--- src/rtl/bubble_host_reader_if.sv ---
// Host-side bundle between the bubble reader, its requester and the drive's
// serial outputs. The slave modport is the reader itself.
interface bubble_host_reader_if;
  logic       start;
  logic [7:0] page_count;
  logic       abort;
  logic       DIN0;
  logic       DIN1;
  logic       nBSEN;
  logic       nREPEN;
  logic       busy;
  logic       done;
  logic       aborted;
  logic [7:0] byte_data;
  logic       byte_valid;
  logic [7:0] page_idx;

  modport master (
    output start, page_count, abort, DIN0, DIN1,
    input  nBSEN, nREPEN, busy, done, aborted, byte_data, byte_valid, page_idx
  );

  modport slave (
    input  start, page_count, abort, DIN0, DIN1,
    output nBSEN, nREPEN, busy, done, aborted, byte_data, byte_valid, page_idx
  );
endinterface

--- src/rtl/bubble_host_reader.sv ---
// Bubble memory controller stand-in: strobes nBSEN/nREPEN with programmable
// timing and packs the drive's DOUT0/DOUT1 samples into bytes.
//
// state  | meaning
// IDLE   | waiting for start
// SPINUP | nBSEN low, counting down to the first replicate pulse
// REP    | nREPEN low for the replicate pulse
// OFS    | nREPEN released, waiting for the first sample point
// SAMPLE | capturing 2 bits every bit period
// GAP    | waiting for the page period to expire
// STOP   | nBSEN held low before release
module bubble_host_reader #(
  parameter int SPINUP_CYC       = 25000,
  parameter int REP_PULSE_CYC    = 343,
  parameter int REP_PERIOD_CYC   = 960,
  parameter int SAMPLE_OFS_CYC   = 40,
  parameter int BIT_PERIOD_CYC   = 4,
  parameter int SAMPLES_PER_PAGE = 128,
  parameter int STOP_CYC         = 211
) (
  input  logic                  MCLK,
  input  logic                  nMRST,
  bubble_host_reader_if.slave   bus
);

  function automatic int max2(int a, int b);
    return (a > b) ? a : b;
  endfunction

  localparam int CNT_MAX = max2(max2(max2(SPINUP_CYC, REP_PULSE_CYC),
                                     max2(SAMPLE_OFS_CYC, BIT_PERIOD_CYC)), STOP_CYC);
  localparam int CW = $clog2(CNT_MAX + 1);
  localparam int PW = $clog2(REP_PERIOD_CYC + 1);
  localparam int SW = $clog2(SAMPLES_PER_PAGE + 1);

  localparam logic [CW-1:0] C_SPIN  = CW'(SPINUP_CYC - 1);
  localparam logic [CW-1:0] C_PULSE = CW'(REP_PULSE_CYC - 1);
  localparam logic [CW-1:0] C_OFS   = CW'(SAMPLE_OFS_CYC - 1);
  localparam logic [CW-1:0] C_BIT   = CW'(BIT_PERIOD_CYC - 1);
  localparam logic [CW-1:0] C_STOP  = CW'(STOP_CYC - 1);
  localparam logic [PW-1:0] C_PER   = PW'(REP_PERIOD_CYC - 1);
  localparam logic [SW-1:0] C_LAST  = SW'(SAMPLES_PER_PAGE - 1);

  typedef enum logic [2:0] {
    S_IDLE, S_SPINUP, S_REP, S_OFS, S_SAMPLE, S_GAP, S_STOP
  } state_t;

  state_t          r_state, w_state_nx;
  logic [CW-1:0]   r_cnt, w_cnt_nx;
  logic [PW-1:0]   r_per, w_per_nx;
  logic [SW-1:0]   r_smp, w_smp_nx;
  logic [7:0]      r_left, w_left_nx;
  logic [7:0]      r_shift, w_shift_nx;
  logic            r_nbsen, w_nbsen_nx;
  logic            r_nrepen, w_nrepen_nx;
  logic            r_busy, w_busy_nx;
  logic            r_done, w_done_nx;
  logic            r_aborted, w_aborted_nx;
  logic [7:0]      r_byte_data, w_byte_nx;
  logic            r_byte_valid, w_bvalid_nx;
  logic [7:0]      r_page_idx, w_pidx_nx;
  logic [1:0]      r_din_s1, r_din_s2;
  logic [1:0]      w_k;

  assign w_k = r_smp[1:0];

  always_ff @(posedge MCLK or negedge nMRST) begin
    if (!nMRST) begin
      r_din_s1 <= '0;
      r_din_s2 <= '0;
    end else begin
      r_din_s1 <= {bus.DIN1, bus.DIN0};
      r_din_s2 <= r_din_s1;
    end
  end

  always_ff @(posedge MCLK or negedge nMRST) begin
    if (!nMRST) begin
      r_state      <= S_IDLE;
      r_cnt        <= '0;
      r_per        <= '0;
      r_smp        <= '0;
      r_left       <= '0;
      r_shift      <= '0;
      r_nbsen      <= 1'b1;
      r_nrepen     <= 1'b1;
      r_busy       <= 1'b0;
      r_done       <= 1'b0;
      r_aborted    <= 1'b0;
      r_byte_data  <= '0;
      r_byte_valid <= 1'b0;
      r_page_idx   <= '0;
    end else begin
      r_state      <= w_state_nx;
      r_cnt        <= w_cnt_nx;
      r_per        <= w_per_nx;
      r_smp        <= w_smp_nx;
      r_left       <= w_left_nx;
      r_shift      <= w_shift_nx;
      r_nbsen      <= w_nbsen_nx;
      r_nrepen     <= w_nrepen_nx;
      r_busy       <= w_busy_nx;
      r_done       <= w_done_nx;
      r_aborted    <= w_aborted_nx;
      r_byte_data  <= w_byte_nx;
      r_byte_valid <= w_bvalid_nx;
      r_page_idx   <= w_pidx_nx;
    end
  end

  always_comb begin
    w_state_nx   = r_state;
    w_cnt_nx     = r_cnt;
    // The period counter free-runs down from each nREPEN fall and parks at zero.
    w_per_nx     = (r_per != '0) ? r_per - 1'b1 : r_per;
    w_smp_nx     = r_smp;
    w_left_nx    = r_left;
    w_shift_nx   = r_shift;
    w_nbsen_nx   = r_nbsen;
    w_nrepen_nx  = r_nrepen;
    w_busy_nx    = r_busy;
    w_done_nx    = 1'b0;
    w_aborted_nx = 1'b0;
    w_byte_nx    = r_byte_data;
    w_bvalid_nx  = 1'b0;
    w_pidx_nx    = r_page_idx;

    if (r_state != S_IDLE && bus.abort) begin
      w_state_nx   = S_IDLE;
      w_nbsen_nx   = 1'b1;
      w_nrepen_nx  = 1'b1;
      w_busy_nx    = 1'b0;
      w_aborted_nx = 1'b1;
      w_pidx_nx    = '0;
      w_cnt_nx     = '0;
      w_per_nx     = '0;
      w_smp_nx     = '0;
    end else begin
      case (r_state)
        S_IDLE: begin
          if (bus.start) begin
            if (bus.page_count != 8'd0) begin
              w_left_nx  = bus.page_count - 8'd1;
              w_nbsen_nx = 1'b0;
              w_busy_nx  = 1'b1;
              w_cnt_nx   = C_SPIN;
              w_state_nx = S_SPINUP;
            end else begin
              w_done_nx = 1'b1;
            end
          end
        end
        S_SPINUP: begin
          if (r_cnt == '0) begin
            w_nrepen_nx = 1'b0;
            w_cnt_nx    = C_PULSE;
            w_per_nx    = C_PER;
            w_state_nx  = S_REP;
          end else begin
            w_cnt_nx = r_cnt - 1'b1;
          end
        end
        S_REP: begin
          if (r_cnt == '0) begin
            w_nrepen_nx = 1'b1;
            w_cnt_nx    = C_OFS;
            w_state_nx  = S_OFS;
          end else begin
            w_cnt_nx = r_cnt - 1'b1;
          end
        end
        S_OFS: begin
          if (r_cnt == '0) begin
            w_smp_nx   = '0;
            w_state_nx = S_SAMPLE;
          end else begin
            w_cnt_nx = r_cnt - 1'b1;
          end
        end
        S_SAMPLE: begin
          if (r_cnt == '0) begin
            case (w_k)
              2'd0:    w_shift_nx[7:6] = r_din_s2;
              2'd1:    w_shift_nx[5:4] = r_din_s2;
              2'd2:    w_shift_nx[3:2] = r_din_s2;
              default: begin
                w_shift_nx[1:0] = r_din_s2;
                w_byte_nx       = {r_shift[7:2], r_din_s2};
                w_bvalid_nx     = 1'b1;
              end
            endcase
            w_smp_nx = r_smp + 1'b1;
            w_cnt_nx = C_BIT;
            if (r_smp == C_LAST) begin
              w_state_nx = S_GAP;
            end
          end else begin
            w_cnt_nx = r_cnt - 1'b1;
          end
        end
        S_GAP: begin
          if (r_per == '0) begin
            if (r_left != 8'd0) begin
              w_left_nx   = r_left - 8'd1;
              w_pidx_nx   = r_page_idx + 8'd1;
              w_nrepen_nx = 1'b0;
              w_cnt_nx    = C_PULSE;
              w_per_nx    = C_PER;
              w_state_nx  = S_REP;
            end else begin
              w_cnt_nx   = C_STOP;
              w_state_nx = S_STOP;
            end
          end
        end
        S_STOP: begin
          if (r_cnt == '0) begin
            w_nbsen_nx = 1'b1;
            w_busy_nx  = 1'b0;
            w_done_nx  = 1'b1;
            w_pidx_nx  = '0;
            w_state_nx = S_IDLE;
          end else begin
            w_cnt_nx = r_cnt - 1'b1;
          end
        end
        default: w_state_nx = S_IDLE;
      endcase
    end
  end

  assign bus.nBSEN      = r_nbsen;
  assign bus.nREPEN     = r_nrepen;
  assign bus.busy       = r_busy;
  assign bus.done       = r_done;
  assign bus.aborted    = r_aborted;
  assign bus.byte_data  = r_byte_data;
  assign bus.byte_valid = r_byte_valid;
  assign bus.page_idx   = r_page_idx;

endmodule

--- src/flat_wrapper.sv ---
// flat-port wrapper written by rule: the top's interface ports become plain ports
module bubble_host_reader_flat 
#(
  parameter int SPINUP_CYC       = 25000,
  parameter int REP_PULSE_CYC    = 343,
  parameter int REP_PERIOD_CYC   = 960,
  parameter int SAMPLE_OFS_CYC   = 40,
  parameter int BIT_PERIOD_CYC   = 4,
  parameter int SAMPLES_PER_PAGE = 128,
  parameter int STOP_CYC         = 211
)
  (MCLK, nMRST, bus_start, bus_page_count, bus_abort, bus_DIN0, bus_DIN1, bus_nBSEN, bus_nREPEN, bus_busy, bus_done, bus_aborted, bus_byte_data, bus_byte_valid, bus_page_idx);
  bubble_host_reader_if bus_i ();
  input  logic MCLK;
  input  logic nMRST;
  input wire logic [$bits(bus_i.start)-1:0] bus_start;
  input wire logic [$bits(bus_i.page_count)-1:0] bus_page_count;
  input wire logic [$bits(bus_i.abort)-1:0] bus_abort;
  input wire logic [$bits(bus_i.DIN0)-1:0] bus_DIN0;
  input wire logic [$bits(bus_i.DIN1)-1:0] bus_DIN1;
  output wire logic [$bits(bus_i.nBSEN)-1:0] bus_nBSEN;
  output wire logic [$bits(bus_i.nREPEN)-1:0] bus_nREPEN;
  output wire logic [$bits(bus_i.busy)-1:0] bus_busy;
  output wire logic [$bits(bus_i.done)-1:0] bus_done;
  output wire logic [$bits(bus_i.aborted)-1:0] bus_aborted;
  output wire logic [$bits(bus_i.byte_data)-1:0] bus_byte_data;
  output wire logic [$bits(bus_i.byte_valid)-1:0] bus_byte_valid;
  output wire logic [$bits(bus_i.page_idx)-1:0] bus_page_idx;
  assign bus_i.start = bus_start;
  assign bus_i.page_count = bus_page_count;
  assign bus_i.abort = bus_abort;
  assign bus_i.DIN0 = bus_DIN0;
  assign bus_i.DIN1 = bus_DIN1;
  assign bus_nBSEN = bus_i.nBSEN;
  assign bus_nREPEN = bus_i.nREPEN;
  assign bus_busy = bus_i.busy;
  assign bus_done = bus_i.done;
  assign bus_aborted = bus_i.aborted;
  assign bus_byte_data = bus_i.byte_data;
  assign bus_byte_valid = bus_i.byte_valid;
  assign bus_page_idx = bus_i.page_idx;
  bubble_host_reader #(.SPINUP_CYC(SPINUP_CYC), .REP_PULSE_CYC(REP_PULSE_CYC), .REP_PERIOD_CYC(REP_PERIOD_CYC), .SAMPLE_OFS_CYC(SAMPLE_OFS_CYC), .BIT_PERIOD_CYC(BIT_PERIOD_CYC), .SAMPLES_PER_PAGE(SAMPLES_PER_PAGE), .STOP_CYC(STOP_CYC)) u_core (.MCLK(MCLK), .nMRST(nMRST), .bus(bus_i));
endmodule
--- config.mk ---
export PLATFORM = sky130hd
export DESIGN_NAME = bubble_host_reader_flat
export DESIGN_NICKNAME = d
export VERILOG_FILES = /design/src/rtl/bubble_host_reader_if.sv /design/src/rtl/bubble_host_reader.sv /design/src/flat_wrapper.sv
export SDC_FILE = /design/constraint.sdc
export NUM_CORES = 1
export LEC_CHECK = 0
export CAP_MARGIN = 15
export CORE_ASPECT_RATIO = 0.5
export CORE_MARGIN = 2
export CORE_UTILIZATION = 40
export CTS_BUF_LIST = sky130_fd_sc_hd__clkbuf_2 sky130_fd_sc_hd__clkbuf_4 sky130_fd_sc_hd__clkbuf_8
export DETAILED_ROUTE_END_ITERATION = 6
export GPL_ROUTABILITY_DRIVEN = 0
export GPL_TIMING_DRIVEN = 0
export PLACE_DENSITY_LB_ADDON = 0.2
export SYNTH_ARGS = -nofsm -noshare
export SYNTH_HDL_FRONTEND = slang
export SYNTH_SLANG_ARGS = --single-unit
export TNS_END_PERCENT = 1
--- constraint.sdc ---
create_clock -name MCLK -period 5.5 [get_ports MCLK]
set_input_delay 1.375 -clock MCLK [delete_from_list [all_inputs] [get_ports MCLK]]
set_output_delay 1.375 -clock MCLK [all_outputs]
set_load 0.03 [all_outputs]
**Yosys cells after proc, flatten, opt, wreduce, memory -nomap -nowiden**

Index checks and enable logic that the tools add are counted.

- Memories kept: 0
- Input port bits: 14
- Latch bits: 0
- Register bits after elaboration: 76
- Memory bits (read-only): 0
- Output and inout bits: 22
- Memory bits (writable): 0
- Logic and storage cells: 143

- Div/mod/pow operators: 0
- Equal/unequal tests: 24
- Order comparisons: 0
- Shifts and indexed selects: 0
- Multiply operators: 0
- Bitwise logic cells: 2
- $add $sub $neg: 6
- Multiplexer cells: 65
- Reduce and logical (&&, ||, !) cells: 28

Operators by type and width:

| kind | count |
|---|---|
| 15-bit two-way mux | 8 |
| 15-bit one-hot mux with 6 select lines | 1 |
| 8-bit two-way mux | 10 |
| 10-bit two-way mux | 5 |
| 8-bit one-hot mux with 2 select lines | 3 |
| 3-bit two-way mux | 11 |
| 3-bit by 1-bit inequality test with 1-bit output, second input constant | 9 |
| 4-bit AND reduction | 6 |
| 3-bit one-hot mux with 7 select lines | 1 |
| 1-bit two-way mux | 20 |
| 10-bit one-hot mux with 2 select lines | 1 |
| 8-bit by 1-bit adder with 8-bit output, second input constant | 2 |
| 8-bit nonzero test | 2 |
| 8-bit by 1-bit subtractor with 8-bit output, second input constant | 2 |
| 15-bit zero test | 1 |
| 15-bit by 1-bit subtractor with 15-bit output, second input constant | 1 |
| 3-bit nonzero test | 4 |
| 10-bit zero test | 1 |
| 5-bit AND reduction | 2 |
| 10-bit nonzero test | 1 |
| 10-bit by 1-bit subtractor with 10-bit output, second input constant | 1 |
| 3-bit == test, second input constant | 3 |
| 9-bit two-way mux | 1 |
| 9-bit AND reduction | 1 |
| 21 further kinds | 28 |

**Depth between registers and ports, before layout**

Gate-level depths: netlist (run 1).

- Depth after elaboration: 6
- Depth in mapped cells: 10

**Least setup slack after synthesis (run 1)**

Ideal clock, no wire load.

- Kind: input-to-reg
- Start point: in bus_page_count[5]
- End point: reg u_core.r_state[0]
- Setup slack: 2.130 ns
- Path buffers: 0
- Stages on the path: 6
- Arrival: 3.245 ns
- Setup time: 0.125 ns
- Required time: 5.375 ns
- Path through: or4_1 -> or3_1 -> a21o_1 -> o311ai_0 -> o21bai_1 -> mux2_2

- Longest elaborated chain between the ends: 3

Ends and longest elaborated chain:

| element | RTL line | RTL |
|---|---|---|
| from (decl) | flat_wrapper.sv:17 | `input wire logic [$bits(bus_i.page_count)-1:0] bus_page_count;` |
| 8-bit nonzero test | bubble_host_reader.sv:142 | `if (bus.page_count != 8'd0) begin` |
| 3-bit by 1-bit inequality test with 1-bit output (no source line) | - |  |
| 9-bit AND reduction (no source line) | - |  |
| to (signal assigned) | bubble_host_reader.sv:94 | `r_state <= w_state_nx;` |
| to (decl) | bubble_host_reader.sv:48 | `state_t r_state, w_state_nx;` |

No other way between the ends.
A chain may end at the register's enable or synchronous reset.

**Final worst setup path (run 1)**

- Start point: in bus_page_count[4]
- End point: reg u_core.r_state[0]

The elaborated chain is that of the path after synthesis.

==> results of run 1 <==
[per-stage QoR]
step,util,instance area [um2]
2_1_floorplan,-,4530
3_3_place_gp,0.460,5060
3_5_place_dp,0.462,5090
4_1_cts,0.481,5290
5_1_grt,0.481,5290
6_report,0.481,5290
[kinds of logic after synthesis]
logic type      count (synthesis)  synth area share
fa+ha+maj                      12            0.0320
flops                          76             0.420
compound gates                154             0.235
xor+xnor                        8            0.0155
simple gates                  184             0.208
buf+inv                        42            0.0384
mux                            21            0.0511
[area by class of cell]
cell class | instances | area share
Buffer | 26 | 0.0215
Inverter | 16 | 0.0113
Sequential cell | 76 | 0.360
Clock inverter | 6 | 0.0132
Timing Repair Buffer | 36 | 0.0709
Clock buffer | 10 | 0.0260
Multi-Input combinational cell | 379 | 0.463
Tap cell | 145 | 0.0343
[synth_stat cells (8+ instances only)]
cell type                  number  area (um2)
sky130_fd_sc_hd__dfrtp_1       74        1850
sky130_fd_sc_hd__or4_1          8        60.1
sky130_fd_sc_hd__a21oi_1       32         160
sky130_fd_sc_hd__and3_1        13        81.3
sky130_fd_sc_hd__mux2_2        17         191
sky130_fd_sc_hd__o21ai_0       43         215
sky130_fd_sc_hd__nor3_1        21         105
sky130_fd_sc_hd__or3_1          9        56.3
sky130_fd_sc_hd__nand3_1       10        50.1
sky130_fd_sc_hd__nand2_1       37         139
sky130_fd_sc_hd__inv_1         16        60.1
sky130_fd_sc_hd__clkbuf_1      18        67.6
sky130_fd_sc_hd__ha_1          10         125
sky130_fd_sc_hd__nor2_1        46         173
sky130_fd_sc_hd__nor4_1        11        68.8
[report_power, final]
| group | leakage [nW] | internal, mW | switching (mW) | total [mW] |
|---|---|---|---|---|
| Clock | 0.0955 | 0.225 | 0.224 | 0.449 |
| Combinational | 1.16 | 0.425 | 0.668 | 1.09 |
| Sequential | 0.989 | 0.681 | 0.115 | 0.796 |
[per-layer routing]
metal	vias up	wire length, um	GRT usage
met3	18	671	0.0453
met2	128	4790	0.291
met4	0	191	0.0759
li1	1949	-	-
met5	-	0	0
met1	1928	5450	0.285
[sequential cells by signal, summed over array words and instances, names as in the netlist]
register / count
u_core.r_cnt: 15
u_core.bus.nBSEN: 1
u_core.r_smp: 8
u_core.bus.byte_data: 8
u_core.bus.page_idx: 8
u_core.r_din_s2: 2
u_core.bus.byte_valid: 1
u_core.bus.done: 1
u_core.bus.nREPEN: 1
u_core.r_shift: 6
u_core.r_per: 10
u_core.r_din_s1: 2
u_core.r_left: 8
u_core.bus.busy: 1
u_core.bus.aborted: 1
u_core.r_state: 3
[worst max-delay path by stage]
stage	start	endpoint	cells past startpoint
after floorplan	bus_page_count[5]	u_core.r_state[0]	6
after global placement	nMRST	u_core.bus.byte_data[1]	1
after detailed placement	bus_page_count[4]	u_core.r_state[0]	7
after CTS	bus_page_count[4]	u_core.r_state[0]	7
after global routing	bus_page_count[2]	u_core.r_left[4]	8
final	bus_page_count[4]	u_core.r_state[0]	7
==> out/results.md, run 1 <==
| Quantity | This run |
|---|---|
| Number of buffers created by CTS | 9 |
| First-pass GRT wire length | 19400 um |
| Worst EP required | 5750 ps |
| Hold Path Sink | u_core.r_din_s2[0] |
| Post-synthesis cell count | 497 |
| Area of combinational cells with multiple inputs | 2450 um2 |
| Post-synthesis average cell area | 9.11 um2 |
| Maximum clock frequency | 272 MHz |
| Worst vdd rail ir drop | 0.200 mV |
| Via count | 4023 |
| Clock slew at the register clock pins of the worst setup and hold paths | 80 ps |
| DRC | 0 |
| Worst hold slack | 354 ps |
| Die Outline Area | 12200 um2 |
| Flop2flop setup slack | 2310 ps |
| Fin. Hold Viols | 0 |
| Worst slack at placement | 1490 ps |
| Post-Syn Nets | 521 |
| Delay-heaviest family, CP | simple AND/OR/NAND/NOR gates |
| Number of antenna violations at the first check in global routing | 0 |
| Largest net degree at the start of global routing | 46 |
| Count of buffers inserted at the top-level ports | 35 |
| Core Box Area | 11000 um2 |
| Clock root buffer | sky130_fd_sc_hd__clkbuf_8 |
| Hold WC Path Type | reg -> reg |
| Worst setup SP type | input port |
| # clock sinks | 76 |
| Io pins | 36 |
| Slew margin rel. | 0.473 |
| Critical path, cell by cell | clkdlybuf4s50_1, or4_1, or3_1, a21o_1, o311ai_0, o21bai_1, mux2_2 |
| Final critical path time including I/O delays and setup | 3680 ps |
| Antenna diodes | 0 |
| Number of filler instances in the final layout | 1062 |
| Setup Skew | 9.86 ps |
| Critical Path End Type | flip-flop |
| TritonCTS clock tree | yes |
| Total power of the final layout | 2.34 mW |
| Remaining global-route overflow | 0 |
| Number of pins with negative max-slew slack in the final report | 0 |
| Power per Cell Area | 442 nW/um2 |
| # resized after CTS | 0 |
| Number of enable-type register cells in the synthesized netlist | 0 |
| Buffer count from post-CTS setup fixing | 0 |
| Crit path max-delay cell type | sky130_fd_sc_hd__or4_1 |
| Post-synthesis sequential area ratio | 0.420 |
| Vertical die dimension | 79.2 um |
| Result of the run | finished clean |
| Leakage power summed over all cells | 2.25 nW |
| Die W | 154 um |
| Total buffers and inverters traversed by the critical path | 1 |
| Max-capacitance violation count | 0 |
| Total GRT Usage | 0.198 |
| Count of cells along the worst hold path | 0 |
| Clock latency at the later pin of the worst-skew pair | 360 ps |
| Number of DRC violations after detailed-routing iteration 0 | 284 |
| Unrepaired setup endpoints after global routing | false |
| Routed Antenna Nets | 0 |
| Total negative slack | 0 ps |
| Most frequent standard cell in the layout excluding fill and tap cells | sky130_fd_sc_hd__dfrtp_1 |
| Post-synth cell types | 74 |
| Setup violations, final | 0 |
| Cell area after synthesis | 4530 um2 |
| Crit path kind | in -> reg |
| Inst Count DP | 678 |
| Leading cell types in the layout, fill and taps excluded | sky130_fd_sc_hd__dfrtp_1, sky130_fd_sc_hd__nor2_1, sky130_fd_sc_hd__o21ai_0 |
| Layout cell share with drive strength beyond 1 | 0.107 |
| R2R cell count | 9 |
| DR WL/cell | 16.0 um |
| Maximum count of clock buffers along a single path | 2 |
| Via density per instance | 5.80 |
| Sequential standard cell area | 1900 um2 |
| Ys flop type | sky130_fd_sc_hd__dfrtp_1 |
| Post-synthesis async set-or-reset flop share | 1.00 |
| Highest cell delay on the worst timing path | 590 ps |
| Pre-Repair DR Iteration Count | 5 |
| HPWL reported at the end of detailed placement | 7950 um |
| Slew at the pin closest to its max-slew limit | 784 ps |
| Number of rows created at floorplan | 27 |
| Origin of the worst min-delay path | u_core.r_din_s1[0] |
| Startpoint of the lowest-slack register-to-register path | u_core.r_per[0] |
| Post-synthesis to final-layout area growth | 16.9% |
| Largest driver fanout on the critical path | 4 |
| Yosys synthesis warning count | 0 |
| Overall routed net length | 11100 um |
| Fin nets | 568 |
| Count of H-tree levels built during CTS | 3 |
| Number of hold buffers added after CTS | 0 |
| Initial Util | 0.411 |
| Final cycle utilization of the critical path | 0.668 |
| Arrival time at the worst endpoint | 3930 ps |
| Register bit total from synthesis | 76 |
| Setup ws final | 1820 ps |
| Cell Count, Final, Fillers Out | 694 |
| Number of global-route vias before repair | 3829 |
| Worst reg2reg endpoint | u_core.r_left[5] |
(Power assumes the default switching activity.)
==> run 2: changes to the inputs <==
==> constraint.sdc (replaced) <==
create_clock -name MCLK -period 3.1 [get_ports MCLK]
set_input_delay 0.775 -clock MCLK [delete_from_list [all_inputs] [get_ports MCLK]]
set_output_delay 0.775 -clock MCLK [all_outputs]
set_load 0.03 [all_outputs]
==> out/results.md, run 2 (synthesized netlist as in run 1, its figures left out) <==
| Quantity | This run | vs previous |
|---|---|---|
| Total power of the final layout | 4.22 mW | +80% |
| Count of H-tree levels built during CTS | 3 | unchanged |
| Largest net degree at the start of global routing | 46 | unchanged |
| Initial Util | 0.411 | unchanged |
| Number of pins with negative max-slew slack in the final report | 0 | unchanged |
| Slew at the pin closest to its max-slew limit | 625 ps | -159 ps |
| # clock sinks | 76 | unchanged |
| Highest cell delay on the worst timing path | 580 ps | about the same |
| Crit path max-delay cell type | sky130_fd_sc_hd__or4_1 |  |
| Buffer count from post-CTS setup fixing | 0 | unchanged |
| Core Box Area | 11000 um2 | unchanged |
| Total buffers and inverters traversed by the critical path | 1 | unchanged |
| Sequential standard cell area | 1900 um2 | unchanged |
| Die W | 154 um | unchanged |
| Overall routed net length | 11300 um | +1.6% |
| Delay-heaviest family, CP | simple AND/OR/NAND/NOR gates |  |
| Critical path, cell by cell | clkdlybuf4s50_1, or4_1, or3_1, a21o_1, o311ai_1, o21bai_2, mux2_2 |  |
| Area of combinational cells with multiple inputs | 2490 um2 | +1.8% |
| Max reg flops | 15 | unchanged |
| First-pass GRT wire length | 19400 um | +0.36% |
| Io pins | 36 | unchanged |
| Vertical die dimension | 79.2 um | unchanged |
| Worst hold slack | 338 ps | -16.1 ps |
| Sequential fraction of design power | 0.336 | -0.004 |
| Top reg by flops | u_core.r_cnt |  |
| Internal portion of total power | 2.39 mW | +80% |
| Number of filler instances in the final layout | 1059 | -0.28% |
| Clock share of power | 0.190 | -0.002 |
| Number of buffers created by CTS | 9 | unchanged |
| Most frequent standard cell in the layout excluding fill and tap cells | sky130_fd_sc_hd__dfrtp_1 |  |
| Fin area | 5340 um2 | +0.90% |
| Maximum count of clock buffers along a single path | 2 | unchanged |
| Worst EP required | 3350 ps | -2400 ps |
| Remaining global-route overflow | 0 | unchanged |
| Switching fraction of total power | 0.434 | +0.00250 |
| Pre-Repair DR Iteration Count | 6 | +1 |
| Critical Path End Type | flip-flop |  |
| Final cycle utilization of the critical path | 0.977 |  |
| Count of buffers inserted at the top-level ports | 35 | unchanged |
| TritonCTS clock tree | yes |  |
| Clock root buffer | sky130_fd_sc_hd__clkbuf_8 |  |
| Total GRT Usage | 0.200 | +0.00133 |
| Post-Place Cell Area | 5090 um2 | unchanged |
| Clock latency at the later pin of the worst-skew pair | 370 ps | about the same |
| Number of hold buffers added after CTS | 0 | unchanged |
| Proportion of power drawn by combinational gates | 0.474 | +0.006 |
| Setup violations, final | 0 | unchanged |
| Total negative slack | 0 ps | unchanged |
| Leakage power summed over all cells | 2.26 nW | +0.73% |
| Crit path kind | in -> reg |  |
| Reported net switching power | 1.83 mW | +81% |
| Number of rows created at floorplan | 27 | unchanged |
| Max-capacitance violation count | 0 | unchanged |
| Slew margin rel. | 0.583 | +0.110 |
| Fin. Hold Viols | 0 | unchanged |
| Layout cell share with drive strength beyond 1 | 0.120 | +0.0128 |
| Leading cell types in the layout, fill and taps excluded | sky130_fd_sc_hd__dfrtp_1, sky130_fd_sc_hd__nor2_1, sky130_fd_sc_hd__o21ai_0 |  |
| Arrival time at the worst endpoint | 3280 ps | -650 ps |
| Final critical path time including I/O delays and setup | 3030 ps |  |
| Setup Skew | 8.30 ps | -1.56 ps |
| HPWL reported at the end of detailed placement | 7950 um | unchanged |
| Maximum clock frequency | 330 MHz |  |
| Clock slew at the register clock pins of the worst setup and hold paths | 90 ps | about the same |
| Fin nets | 568 | unchanged |
| Hold WC Path Type | in -> async |  |
| Via density per instance | 5.82 | +0.37% |
| Number of antenna violations at the first check in global routing | 0 | unchanged |
| Number of global-route vias before repair | 3818 | -0.29% |
| Number of DRC violations after detailed-routing iteration 0 | 254 | -11% |
| Unrepaired setup endpoints after global routing | true |  |
| Power per Cell Area | 790 nW/um2 | +79% |
| Worst setup SP type | input port |  |
| Routed Antenna Nets | 0 | unchanged |
| Setup ws final | 70.0 ps | -1750 ps |
| Via count | 4038 | +0.37% |
| DR WL/cell | 16.3 um | +1.6% |
| DRC | 0 | unchanged |
| Worst slack at placement | -307 ps | -1800 ps |
| Post-synthesis to final-layout area growth | 17.9% |  |
| Antenna diodes | 0 | unchanged |
| Top flop regs | u_core.r_cnt x15, u_core.r_per x10 |  |
| Largest driver fanout on the critical path | 4 | unchanged |
| Worst vdd rail ir drop | 0.355 mV | +78% |
| Result of the run | finished clean |  |
| Die Outline Area | 12200 um2 | unchanged |
run 2: cell count changes in the layout (fill, tap and decap cells not counted), sizes merged:
cell and delta:
clkbuf +1, buf -1
run 2: per-stage QoR:
stage	cells	util
finish	694	0.485
global route	694	0.485
CTS	694	0.482
detailed placement	678	0.462
global placement	677	0.460
floorplan	497	-
run 2: power by group through the flow:
stage / clock network (mW) / registers [mW] / logic, mW
2_1_floorplan: 0 / 1.42 / 1.41
3_3_place_gp: 0 / 1.42 / 1.89
3_5_place_dp: 0 / 1.43 / 1.91
4_1_cts: 0.827 / 1.41 / 1.93
5_1_grt: 0.877 / 1.45 / 2.22
6_report: 0.800 / 1.42 / 2.00
run 2: what timing repair did:
item,4_1_cts,5_1_grt
setup endpoints to repair,4,26
resized for setup,2,11
endpoints found under the hold margin,0,0
run 2: worst paths after layout:
kind / slack [ps] / cells after the start / start / endpoint
worst max register to register: 230 / 8 / u_core.r_cnt[5] / u_core.r_cnt[11]
min in group MCLK: 350 / 0 / u_core.r_din_s1[0] / u_core.r_din_s2[0]
max in group asynchronous: 2140 / 2 / nMRST / u_core.bus.nREPEN
worst min register to register: 350 / 0 / u_core.r_din_s1[0] / u_core.r_din_s2[0]
worst max-delay path: 70 / 7 / bus_page_count[4] / u_core.r_state[0]
worst min-delay path: 340 / 1 / nMRST / u_core.bus.page_idx[2]
run 2: layout make-up:
class / instances / area share
plain buffers: 26 / 0.0220
inverters: 16 / 0.0112
clock buffers: 10 / 0.0258
well taps: 145 / 0.0340
multi-input cells: 379 / 0.467
flip-flops and latches: 76 / 0.357
clock inverters: 6 / 0.0131
repair buffers: 36 / 0.0703
run 2: layer usage:
metal  GRT usage  up-vias  share of wire
met1       0.286     1952           0.49
met2       0.296      125           0.43
met4      0.0593        0          0.013
li1            -     1946              -
met3      0.0535       15          0.064
met5           0        -              0
run 2: worst register-to-register path, stage by stage, from the launching register on:
cell and delay, ps:
sky130_fd_sc_hd__dfrtp_1 430, sky130_fd_sc_hd__or4_1 520, sky130_fd_sc_hd__buf_2 180, sky130_fd_sc_hd__or4_1 520, sky130_fd_sc_hd__buf_2 210, sky130_fd_sc_hd__o311ai_4 370
sky130_fd_sc_hd__buf_6 210, sky130_fd_sc_hd__nor2_2 70, sky130_fd_sc_hd__a32o_1 250
